<file path="src/rtl/nibbler_pkg.sv">
// rtl/nibbler_pkg.sv - shared opcodes, FSM states and field slices for the NibblER CPU
package nibbler_pkg;

  localparam logic [2:0] ALU_OUT = 3'b000;
  localparam logic [2:0] ALU_CMP = 3'b001;
  localparam logic [2:0] ALU_LD  = 3'b010;
  localparam logic [2:0] ALU_ADD = 3'b011;
  localparam logic [2:0] ALU_NOR = 3'b100;

  localparam logic [3:0] OP_NOP  = 4'h0;
  localparam logic [3:0] OP_OUT  = 4'h1;
  localparam logic [3:0] OP_ST   = 4'h2;
  localparam logic [3:0] OP_CMPI = 4'h3;
  localparam logic [3:0] OP_CMPM = 4'h4;
  localparam logic [3:0] OP_LIT  = 4'h5;
  localparam logic [3:0] OP_IN   = 4'h6;
  localparam logic [3:0] OP_LD   = 4'h7;
  localparam logic [3:0] OP_ADDI = 4'h8;
  localparam logic [3:0] OP_ADDM = 4'h9;
  localparam logic [3:0] OP_NORI = 4'hA;
  localparam logic [3:0] OP_NORM = 4'hB;
  localparam logic [3:0] OP_JMP  = 4'hC;
  localparam logic [3:0] OP_JC   = 4'hD;
  localparam logic [3:0] OP_JZ   = 4'hE;
  localparam logic [3:0] OP_JNZ  = 4'hF;

  localparam int OP_MSB  = 15;
  localparam int OP_LSB  = 12;
  localparam int IMM_MSB = 3;
  localparam int IMM_LSB = 0;

  localparam logic [1:0] BSEL_IMM = 2'd0;
  localparam logic [1:0] BSEL_RAM = 2'd1;
  localparam logic [1:0] BSEL_IN  = 2'd2;

  // Jump condition codes equal the low two opcode bits of JMP/JC/JZ/JNZ
  localparam logic [1:0] JC_ALWAYS = 2'd0;
  localparam logic [1:0] JC_CARRY  = 2'd1;
  localparam logic [1:0] JC_ZERO   = 2'd2;
  localparam logic [1:0] JC_NZERO  = 2'd3;

  typedef enum logic [1:0] {
    ST_FETCH,
    ST_DECODE,
    ST_MEMWAIT,
    ST_EXEC
  } state_e;

  function automatic logic op_reads_mem(input logic [3:0] op);
    return (op == OP_CMPM) || (op == OP_LD) || (op == OP_ADDM) || (op == OP_NORM);
  endfunction

endpackage

</file>
<file path="src/rtl/nibbler_idecode.sv">
// rtl/nibbler_idecode.sv - combinational opcode decoder feeding the sequencer
module nibbler_idecode
  import nibbler_pkg::*;
(
  input  logic [3:0] op_i,
  output logic [2:0] alu_op_o,
  output logic [1:0] b_sel_o,
  output logic       acc_we_o,
  output logic       flag_we_o,
  output logic       is_mem_rd_o,
  output logic       is_jump_o,
  output logic [1:0] jcond_o,
  output logic       is_st_o,
  output logic       is_out_o,
  output logic       is_in_o
);

  always_comb begin
    alu_op_o    = ALU_OUT;
    is_mem_rd_o = op_reads_mem(op_i);
    b_sel_o     = is_mem_rd_o ? BSEL_RAM : BSEL_IMM;
    acc_we_o    = 1'b0;
    flag_we_o   = 1'b0;
    is_jump_o   = op_i[3] & op_i[2];
    jcond_o     = op_i[1:0];
    is_st_o     = (op_i == OP_ST);
    is_out_o    = (op_i == OP_OUT);
    is_in_o     = (op_i == OP_IN);
    case (op_i)
      OP_CMPI, OP_CMPM: begin
        alu_op_o  = ALU_CMP;
        flag_we_o = 1'b1;
      end
      OP_LIT, OP_LD: begin
        alu_op_o = ALU_LD;
        acc_we_o = 1'b1;
      end
      OP_IN: begin
        alu_op_o = ALU_LD;
        acc_we_o = 1'b1;
        b_sel_o  = BSEL_IN;
      end
      OP_ADDI, OP_ADDM: begin
        alu_op_o  = ALU_ADD;
        acc_we_o  = 1'b1;
        flag_we_o = 1'b1;
      end
      OP_NORI, OP_NORM: begin
        alu_op_o  = ALU_NOR;
        acc_we_o  = 1'b1;
        flag_we_o = 1'b1;
      end
      default: ;
    endcase
  end

endmodule

</file>
<file path="src/rtl/nibbler_ctrl.sv">
// rtl/nibbler_ctrl.sv - NibblER fetch/decode/execute sequencer driving ALU, RAM and I/O
module nibbler_ctrl
  import nibbler_pkg::*;
#(
  parameter int PW  = 12,
  parameter int DAW = 12
) (
  input  logic           clk,
  input  logic           rst_n,
  output logic [PW-1:0]  rom_addr,
  input  logic [15:0]    rom_data,
  output logic [DAW-1:0] ram_addr,
  output logic [3:0]     ram_wdata,
  output logic           ram_we,
  input  logic [3:0]     ram_rdata,
  output logic [2:0]     alu_op,
  output logic [3:0]     alu_a,
  output logic [3:0]     alu_b,
  input  logic [3:0]     alu_out,
  input  logic           alu_carry,
  input  logic           alu_zero,
  input  logic           in_valid,
  input  logic [3:0]     in_data,
  output logic           in_ready,
  output logic           out_valid,
  output logic [3:0]     out_data
);

  state_e        state_q, state_d;
  logic [PW-1:0] pc_q, pc_d;
  logic [15:0]   ir_q, ir_d;
  logic [3:0]    acc_q, acc_d;
  logic          carry_q, carry_d;
  logic          zero_q, zero_d;
  logic          out_valid_q, out_valid_d;
  logic [3:0]    out_data_q, out_data_d;

  logic [1:0] b_sel, jcond;
  logic       acc_we, flag_we, is_mem_rd, is_jump, is_st, is_out, is_in;
  logic       jump_taken;

  nibbler_idecode u_idecode (
    .op_i        (ir_q[OP_MSB:OP_LSB]),
    .alu_op_o    (alu_op),
    .b_sel_o     (b_sel),
    .acc_we_o    (acc_we),
    .flag_we_o   (flag_we),
    .is_mem_rd_o (is_mem_rd),
    .is_jump_o   (is_jump),
    .jcond_o     (jcond),
    .is_st_o     (is_st),
    .is_out_o    (is_out),
    .is_in_o     (is_in)
  );

  assign rom_addr  = pc_q;
  assign ram_addr  = ir_q[DAW-1:0];
  assign ram_wdata = acc_q;
  assign alu_a     = acc_q;
  assign out_valid = out_valid_q;
  assign out_data  = out_data_q;

  always_comb begin
    case (b_sel)
      BSEL_RAM: alu_b = ram_rdata;
      BSEL_IN:  alu_b = in_data;
      default:  alu_b = ir_q[IMM_MSB:IMM_LSB];
    endcase
  end

  always_comb begin
    case (jcond)
      JC_ALWAYS: jump_taken = 1'b1;
      JC_CARRY:  jump_taken = carry_q;
      JC_ZERO:   jump_taken = zero_q;
      default:   jump_taken = ~zero_q;
    endcase
  end

  always_comb begin
    state_d     = state_q;
    pc_d        = pc_q;
    ir_d        = ir_q;
    acc_d       = acc_q;
    carry_d     = carry_q;
    zero_d      = zero_q;
    out_valid_d = 1'b0;
    out_data_d  = out_data_q;
    ram_we      = 1'b0;
    in_ready    = 1'b0;
    case (state_q)
      ST_FETCH: state_d = ST_DECODE;
      ST_DECODE: begin
        ir_d    = rom_data;
        pc_d    = pc_q + PW'(1);
        state_d = op_reads_mem(rom_data[OP_MSB:OP_LSB]) ? ST_MEMWAIT : ST_EXEC;
      end
      ST_MEMWAIT: state_d = ST_EXEC;
      default: begin
        state_d  = ST_FETCH;
        in_ready = is_in;
        ram_we   = is_st;
        // IN parks here and commits nothing until the port presents data
        if (is_in && !in_valid) begin
          state_d = ST_EXEC;
        end else begin
          if (acc_we) acc_d = alu_out;
          if (flag_we) begin
            carry_d = alu_carry;
            zero_d  = alu_zero;
          end
          if (is_out) begin
            out_valid_d = 1'b1;
            out_data_d  = acc_q;
          end
          if (is_jump && jump_taken) pc_d = ir_q[PW-1:0];
        end
      end
    endcase
  end

  always_ff @(posedge clk or negedge rst_n) begin
    if (!rst_n) begin
      state_q     <= ST_FETCH;
      pc_q        <= '0;
      ir_q        <= '0;
      acc_q       <= '0;
      carry_q     <= 1'b0;
      zero_q      <= 1'b0;
      out_valid_q <= 1'b0;
      out_data_q  <= '0;
    end else begin
      state_q     <= state_d;
      pc_q        <= pc_d;
      ir_q        <= ir_d;
      acc_q       <= acc_d;
      carry_q     <= carry_d;
      zero_q      <= zero_d;
      out_valid_q <= out_valid_d;
      out_data_q  <= out_data_d;
    end
  end

  // is_mem_rd is carried for the ALU-side interface; state sequencing uses the package helper
  logic unused_ok;
  assign unused_ok = is_mem_rd;

endmodule

</file>
<file path="config.mk">
export PLATFORM = sky130hd
export DESIGN_NAME = nibbler_ctrl
export DESIGN_NICKNAME = d
export VERILOG_FILES = /design/src/rtl/nibbler_pkg.sv /design/src/rtl/nibbler_idecode.sv /design/src/rtl/nibbler_ctrl.sv
export SDC_FILE = /design/constraint.sdc
export NUM_CORES = 1
export LEC_CHECK = 0
export CAP_MARGIN = 5
export CELL_PAD_IN_SITES_DETAIL_PLACEMENT = 1
export CELL_PAD_IN_SITES_GLOBAL_PLACEMENT = 1
export CORE_ASPECT_RATIO = 1.4
export CORE_MARGIN = 5
export CORE_UTILIZATION = 34
export DETAILED_ROUTE_END_ITERATION = 16
export PLACE_DENSITY_LB_ADDON = 0.1
export SETUP_SLACK_MARGIN = 0.05
export SYNTH_ARGS = -nofsm -noshare
export SYNTH_HDL_FRONTEND = slang
export SYNTH_SLANG_ARGS = --single-unit
export TNS_END_PERCENT = 20
</file>
<file path="constraint.sdc">
create_clock -name clk -period 2.2 [get_ports clk]
set_clock_uncertainty 0.15 [all_clocks]
set_input_delay 0.66 -clock clk [delete_from_list [all_inputs] [get_ports clk]]
set_output_delay 0.66 -clock clk [all_outputs]
set_load 0.005 [all_outputs]
</file>
# After elaboration in Yosys (flattened, before gate mapping)
# Index checks and enable logic that the tools add are counted.
[word_totals]
ff_bits = 41
out_inout_bits = 46
[classes]
addsub = 1
eq_ne = 22
mux = 18
n_bitwise = 5
n_reduce_logical = 24
[op_table]
columns = ["cell", "count"]
rows = [
  ["== test 4 x 3 -> 1 bit (second input constant)", 6],
  ["== test 4 bit (second input constant)", 6],
  ["2-to-1 mux 12 bit", 2],
  ["case mux 12 bit (2 select lines)", 1],
  ["adder 12 x 1 -> 12 bit (second input constant)", 1],
  ["case mux 3 bit (4 select lines)", 1],
  ["AND reduction 3 bit", 4],
  ["2-to-1 mux 1 bit", 9],
  ["== test 4 x 2 -> 1 bit (second input constant)", 2],
  ["case mux 4 bit (2 select lines)", 1],
  ["OR reduction 2 bit", 4],
  ["OR reduction 7 bit", 1],
  ["== test 2 x 1 -> 1 bit (second input constant)", 3],
  ["== test 2 bit (second input constant)", 3],
  ["logical OR 1 bit", 6],
  ["case mux 2 bit (3 select lines)", 1],
  ["OR reduction 3 bit", 2],
  ["OR reduction 6 bit", 1],
  ["== test 4 x 1 -> 1 bit (second input constant)", 1],
  ["logical NOT 2 bit", 2],
  ["2-to-1 mux 2 bit", 2],
  ["NOT 1 bit", 4],
  ["case mux 1 bit (3 select lines)", 1],
  ["logical AND 1 bit", 2],
  ["other kinds (4)", 4],
]

# Logic depth before layout (Yosys ltp)
# Gate-level depths: netlist of run 1.
[logic_depth]
ltp_word = 8
depth_mapped = 8
depth_no_buf = 6

# Hierarchy
# From an unflattened synthesis of run 1, not the netlist that was laid out.
[unflattened]
hier_cells = 244
hier_area_um2 = 2506.2
[by_module_without_submodules]
columns = ["mod", "n_inst", "cells_each", "area_each_um2", "seq_area_each_um2"]
rows = [
  ["nibbler_ctrl", 1, 219, 2331.0, 1026.0],
  ["nibbler_idecode", 1, 25, 175.2, 0.0],
]

# Least setup slack after synthesis of run 1
# Ideal clock, no wire load.
[synth_timing]
path_type = "register to output"
from = "register ir_q[12]"
to = "output alu_b[0]"
t_arrival_ns = 1.324
t_required_ns = 1.390
path_slack_ns = 0.066
stages_incl_launch_ff = 6
n_path_buf = 1
path_cell_list = "dfrtp_1 > buf_1 > nor2b_1 > a2bb2oi_1 > a22o_1 > a21o_1"
[synth_between]
elab_chain_len = 8
elab_cells_between_ends = 13
cone_classes = "7 x eq/ne; 3 x mux; 3 x reduce/logical"
[synth_lines]
columns = ["item", "line_no", "text"]
rows = [
  ["start, declared", "nibbler_ctrl.sv:31", "logic [15:0] ir_q, ir_d;"],
  ["start signal, assigned", "nibbler_ctrl.sv:135", "ir_q <= ir_d;"],
  ["== test 4 x 3 -> 1 bit", "nibbler_pkg.sv:50", "return (op == OP_CMPM) || (op == OP_LD) || (op == OP_ADDM) || (op == OP_NORM);"],
  ["logical OR 1 bit (3 in series)", "nibbler_pkg.sv:50", ""],
  ["2-to-1 mux 1 bit", "nibbler_idecode.sv:21", "b_sel_o = is_mem_rd_o ? BSEL_RAM : BSEL_IMM;"],
  ["2-to-1 mux 2 bit (*)", "nibbler_idecode.sv:29", "case (op_i)"],
  ["== test 2 bit or == test 2 x 1 -> 1 bit (tied branches)", "nibbler_ctrl.sv:64", "case (b_sel)"],
  ["case mux 4 bit (2 select lines) (*)", "nibbler_ctrl.sv:64", ""],
  ["end, declared", "nibbler_ctrl.sv:18", "output logic [3:0] alu_b,"],
]
# Every way passes the cells marked *; elsewhere a longest branch is shown, timed or not.

# Worst setup path in the final report of run 1
[layout_timing]
from = "register ir_q[15]"
to = "output alu_b[2]"
# Same word-level chain as after synthesis.

==> results of run 1 <==
[Yosys cell counts, drive strengths merged (3+ instances only)]
cell type	instances
nand2	15
o221a	3
nor3	3
o2bb2ai	3
a32o	3
a21oi	6
inv	10
buf	22
nand3b	3
o21ai	10
clkbuf	3
nand4	4
nand3	3
nand2b	3
a22o	5
ha	5
dfrtp	41
a21o	4
mux2	24
and3	8
nor2	14
[placed cells by master (no fill, tap or decap), drive strengths merged, types with 5 or more instances in the layout]
master,instances
o21ai,10
dfrtp,41
a22o,5
buf,43
mux2,24
nand2,15
clkdlybuf4s50,68
and3,8
nor2,14
ha,5
a21oi,6
clkbuf,6
inv,10
[logic make-up after synthesis]
group,count (synthesis),share of synthesized area
simple gates,64,0.150
compound gates,51,0.169
flops,41,0.442
mux,25,0.121
xor+xnor,2,0.00754
fa+ha+maj,5,0.0269
buf+inv,35,0.0840
[stage by stage]
stage / hold WS, ps / utilization / TNS (ps)
5_1_grt: 315 / 0.543 / -2050
3_3_place_gp: 317 / 0.494 / -2370
4_1_cts: 286 / 0.531 / -1650
6_report: 264 / 0.543 / -1440
3_5_place_dp: 324 / 0.494 / -2960
2_1_floorplan: 214 / - / 0
[timing repair]
item,4_1_cts,5_1_grt
resized for setup,48,23
pin swaps,10,4
endpoints found under the setup margin,19,24
setup buffers,8,0
[registers in the layout, summed over array words and instances, names as in the netlist]
register   cells
alu_a          4
rom_addr      12
ir_q          16
out_data       4
out_valid      1
carry_q        1
state_q        2
zero_q         1
[power by group]
| group | leakage [nW] | internal (W) | switching (W) |
|---|---|---|---|
| logic | 0.981 | 0.00200 | 0.00145 |
| clock network | 0.0681 | 0.000451 | 0.000270 |
| registers | 0.485 | 0.00115 | 0.000398 |
[how the worst max path moves through the flow]
| stage | start | to | slack [ps] |
|---|---|---|---|
| floorplan | ir_q[12] | alu_b[0] | 70 |
| finish | ir_q[15] | alu_b[2] | -290 |
| global route | ir_q[15] | alu_b[2] | -340 |
| detailed placement | in_data[2] | alu_b[2] | -490 |
| global placement | in_data[1] | alu_b[1] | -460 |
| CTS | ir_q[15] | alu_b[2] | -280 |
[routing by layer]
metal	track usage	up-vias
met4	0.0362	0
met2	0.302	45
met3	0.0260	5
met5	0	-
met1	0.201	1047
li1	-	986
[area by class of cell]
type / count / area (sq um)
clock inverters: 3 / 65.1
inverters: 10 / 37.5
well taps: 92 / 115
multi-input cells: 147 / 1250
clock buffers: 5 / 68.8
flip-flops and latches: 41 / 1030
fillers: 712 / 3020
repair buffers: 113 / 1020
==> metrics.csv, run 1 <==
metric,value,unit
synth_top_area_share,0.442,
setup_ws,-286,ps
cpLargestDelayFamily,compound AO/OA/AOI/OAI gates,
rsz0062_at_grt,yes,
drive_gt1_frac,0.301,
cts_made_buffers,5,
fmax,402,MHz
drc,0,
cp-start-kind,flop,
peakVddDrop,0.722,mV
async_flop_share,1.00,
final-setup-viol-count,8,
syn_area_per_cell,10.4,sq um
area_growth,54.7,%
ys_seq_area_frac,0.442,
slowest_stage,dfrtp_1,
m1WireLength,2.82,mm
hp-class,in -> async,
path_clk_slew,80,ps
syn-num-nets,261,
max_stage_delay,420,ps
h-tree-depth,2,
synth.ff_latch_count,41,
cp.arrival,1680,ps
antenna_found_initial,0,
synth_warnings,0,
clock_sinks,41,
regToRegSetupSlack,30,ps
maxCapViolations,0,
clk_latency,290,ps
fin_crit_sh,1.13,
powerDensity,1590,nW/um^2
fin_cells,411,
drt-total-wl,6.87,mm
met3WireLength,236,um
syn-cell-area,2320,sq um
numPortBuffers,78,
cp_num_cells,6,
worst_pin_slew,532,ps
violations,negative setup slack,
nets,356,
ys_top_cells_by_area,"dfrtp_1 44%, mux2_1 5.8%, mux2_2 5.8%, buf_4 5.2%, ha_1 2.7%",
critical_path_required,1390,ps
cts_tree,built,
total_power,0.00572,W
pin_count,79,
synth_ff_type,dfrtp_1,
coreArea,6610,sq um
grtUsageTotal,0.165,
cp_max_fo,5,
cts-root-buf,clkbuf_8,
num_rows,35,
top_layer,met4,
postSynthCellCount,223,
r2r-start,ir_q[13],
critical_path_class,reg -> out,
crit_buf_inv,2,
drtIter0Drc,54,
cts_hold_buf,0,
ant_nets,0,
cp_cell_sequence,nand2b_4 -> buf_6 -> a2bb2oi_4 -> a22o_1 -> a21o_1 -> buf_2,
hpwl,4.98,mm
reg2reg_depth,7,
synth_edf_count,0,
leakage,1.53,nW
hold_viol,0,
postPlaceCellArea,3270,sq um
grt_pass1_vias,2246,
ys_types,48,
gp_congestion,0.855,
slew_headroom,0.645,
dp_cells,396,
endpoint_kind,primary output,
start_util,0.351,
viasPerCell,5.07,
grt_max_degree,42,
cts_buffer_depth,2,
min_period,2490,ps
die_h,108,um
slew_viol_final,0,
grt_pass1_wl,11.3,mm
die_x,79.8,um
firstDrtPassIters,4,
fin_area,3590,sq um
r2r-end,rom_addr[10],
routed-via-count,2083,
overflow,0,
post-place-ws,-492,ps
status,"finished, violations left",
dr_wl_met2,3.76,mm
wire_per_inst,16.7,um
dieArea,8610,sq um
diodes,0,
yosysTopAreaCell,dfrtp_1,
(Power assumes the default switching activity.)
==> run 2, diff against run 1 <==
--- a/config.mk
+++ b/config.mk
@@ -11,6 +11,7 @@
 export CORE_ASPECT_RATIO = 1.4
 export CORE_MARGIN = 5
 export CORE_UTILIZATION = 34
+export CTS_BUF_LIST = sky130_fd_sc_hd__clkbuf_16
 export DETAILED_ROUTE_END_ITERATION = 16
 export PLACE_DENSITY_LB_ADDON = 0.1
 export SETUP_SLACK_MARGIN = 0.05
==> metrics.csv, run 2 (synthesis results as in run 1) <==
metric,value,unit,change
diodes,0,,unchanged
pin_count,79,,unchanged
cts_made_buffers,5,,unchanged
worst_pin_slew,526,ps,-6.11 ps
coreArea,6610,sq um,unchanged
grt_pass1_wl,11.5,mm,+1.7%
firstDrtPassIters,4,,unchanged
wire_per_inst,16.8,um,+0.79%
die_h,108,um,unchanged
cts-root-buf,clkbuf_16,,
numPortBuffers,78,,unchanged
cts_buffer_depth,2,,unchanged
path_clk_slew,60,ps,-20 ps
slew_viol_final,0,,unchanged
status,"finished, violations left",,
cp.arrival,1650,ps,-30 ps
gp_congestion,0.855,,unchanged
drtIter0Drc,46,,-15%
regMostFlops,ir_q,,
nFillCells,701,,-1.5%
drt-total-wl,6.92,mm,+0.79%
final-setup-viol-count,7,,-1
clk_latency,280,ps,about the same
fin_crit_sh,1.12,,-0.0113
critical_path_class,reg -> out,,
regToRegSetupSlack,50,ps,+20 ps
hold_ws,283,ps,+19.0 ps
start_util,0.351,,unchanged
drive_gt1_frac,0.288,,-0.0125
area_growth,56.9,%,
overflow,0,,unchanged
grtUsageTotal,0.168,,+0.00279
endpoint_kind,primary output,,
cp_max_fo,5,,unchanged
dieArea,8610,sq um,unchanged
grt_pass1_vias,2283,,+1.6%
rsz0062_at_grt,yes,,
routed-via-count,2071,,-0.58%
clock_sinks,41,,unchanged
largest_reg_flops,16,,unchanged
maxCapViolations,0,,unchanged
fin_area,3640,sq um,+1.4%
cp-start-kind,flop,,
ant_nets,0,,unchanged
viasPerCell,5.04,,-0.58%
die_x,79.8,um,unchanged
hp-class,in -> async,,
powerDensity,1630,nW/um^2,+2.6%
peakVddDrop,0.694,mV,-3.9%
postPlaceCellArea,3270,sq um,unchanged
num_rows,35,,unchanged
nets,356,,unchanged
critical_path_required,1390,ps,about the same
leakage,1.56,nW,+1.9%
slew_headroom,0.649,,+0.00408
grt_max_degree,42,,unchanged
hpwl,4.98,mm,unchanged
hold_viol,0,,unchanged
violations,negative setup slack,,
drc,0,,unchanged
setup_ws,-261,ps,+25.0 ps
cts_hold_buf,0,,unchanged
min_period,2460,ps,-25.0 ps
h-tree-depth,2,,unchanged
cts_tree,built,,
fmax,406,MHz,+1.0%
final_common_cell,clkdlybuf4s50_1,,
mostFrequentLayoutCells,"68 x clkdlybuf4s50_1, 38 x dfrtp_1, 31 x buf_4",,
antenna_found_initial,0,,unchanged
-- run 2: what timing repair did --
| item | in CTS | in global routing |
|---|---|---|
| pin swaps | 10 | 5 |
| gates resized for setup | 47 | 20 |
| setup buffers | 8 | 0 |
| setup endpoints to repair | 18 | 22 |
-- run 2: critical path, stage by stage, from the launching register on --
cell       delay, ps
dfrtp_1          410
nand2b_4         200
buf_6            140
a2bb2oi_4        170
a22o_1           190
a21o_1           140
buf_2            120
-- run 2: where the power goes --
part           leakage (nW)  switching, W  internal (W)
clock                0.0938      0.000297      0.000648
sequential            0.489      0.000400       0.00114
combinational         0.981       0.00146       0.00200
-- run 2: final timing paths --
path,cells after the start,end,startpoint
setup / recovery,6,alu_b[2],ir_q[15]
hold / removal,2,alu_a[1],rst_n
setup reg to reg,7,rom_addr[10],ir_q[13]
hold reg to reg,1,out_data[0],out_data[0]
max in group asynchronous,2,ir_q[14],rst_n
min in group clk,1,out_data[0],out_data[0]
-- run 2: stage by stage --
stage               TNS [ps]   util  setup slack (ps)  power [W]  std cells
global placement       -2370  0.494              -464    0.00460        396
global route           -1810  0.551              -310    0.00640        411
detailed placement     -2960  0.494              -492    0.00466        396
finish                 -1270  0.551              -261    0.00595        411
CTS                    -1380  0.539              -249    0.00581        412
floorplan                  0      -              66.4    0.00314        223
-- run 2: area by class of cell --
| cell class | instances | area [sq um] | area share |
|---|---|---|---|
| multi-input combinational | 147 | 1250 | 0.343 |
| clock buffer | 5 | 125 | 0.0343 |
| sequential | 41 | 1030 | 0.283 |
| clock inverter | 3 | 65.1 | 0.0179 |
| inverter | 10 | 37.5 | 0.0103 |
| tap | 92 | 115 | 0.0316 |
| timing repair buffer | 113 | 1020 | 0.280 |
-- run 2: per-layer routing --
metal / vias up / routed length, um / track usage
met4: 0 / 61 / 0.0326
li1: 983 / - / -
met2: 42 / 3810 / 0.307
met5: - / 0 / 0
met1: 1040 / 2830 / 0.207
met3: 6 / 218 / 0.0260
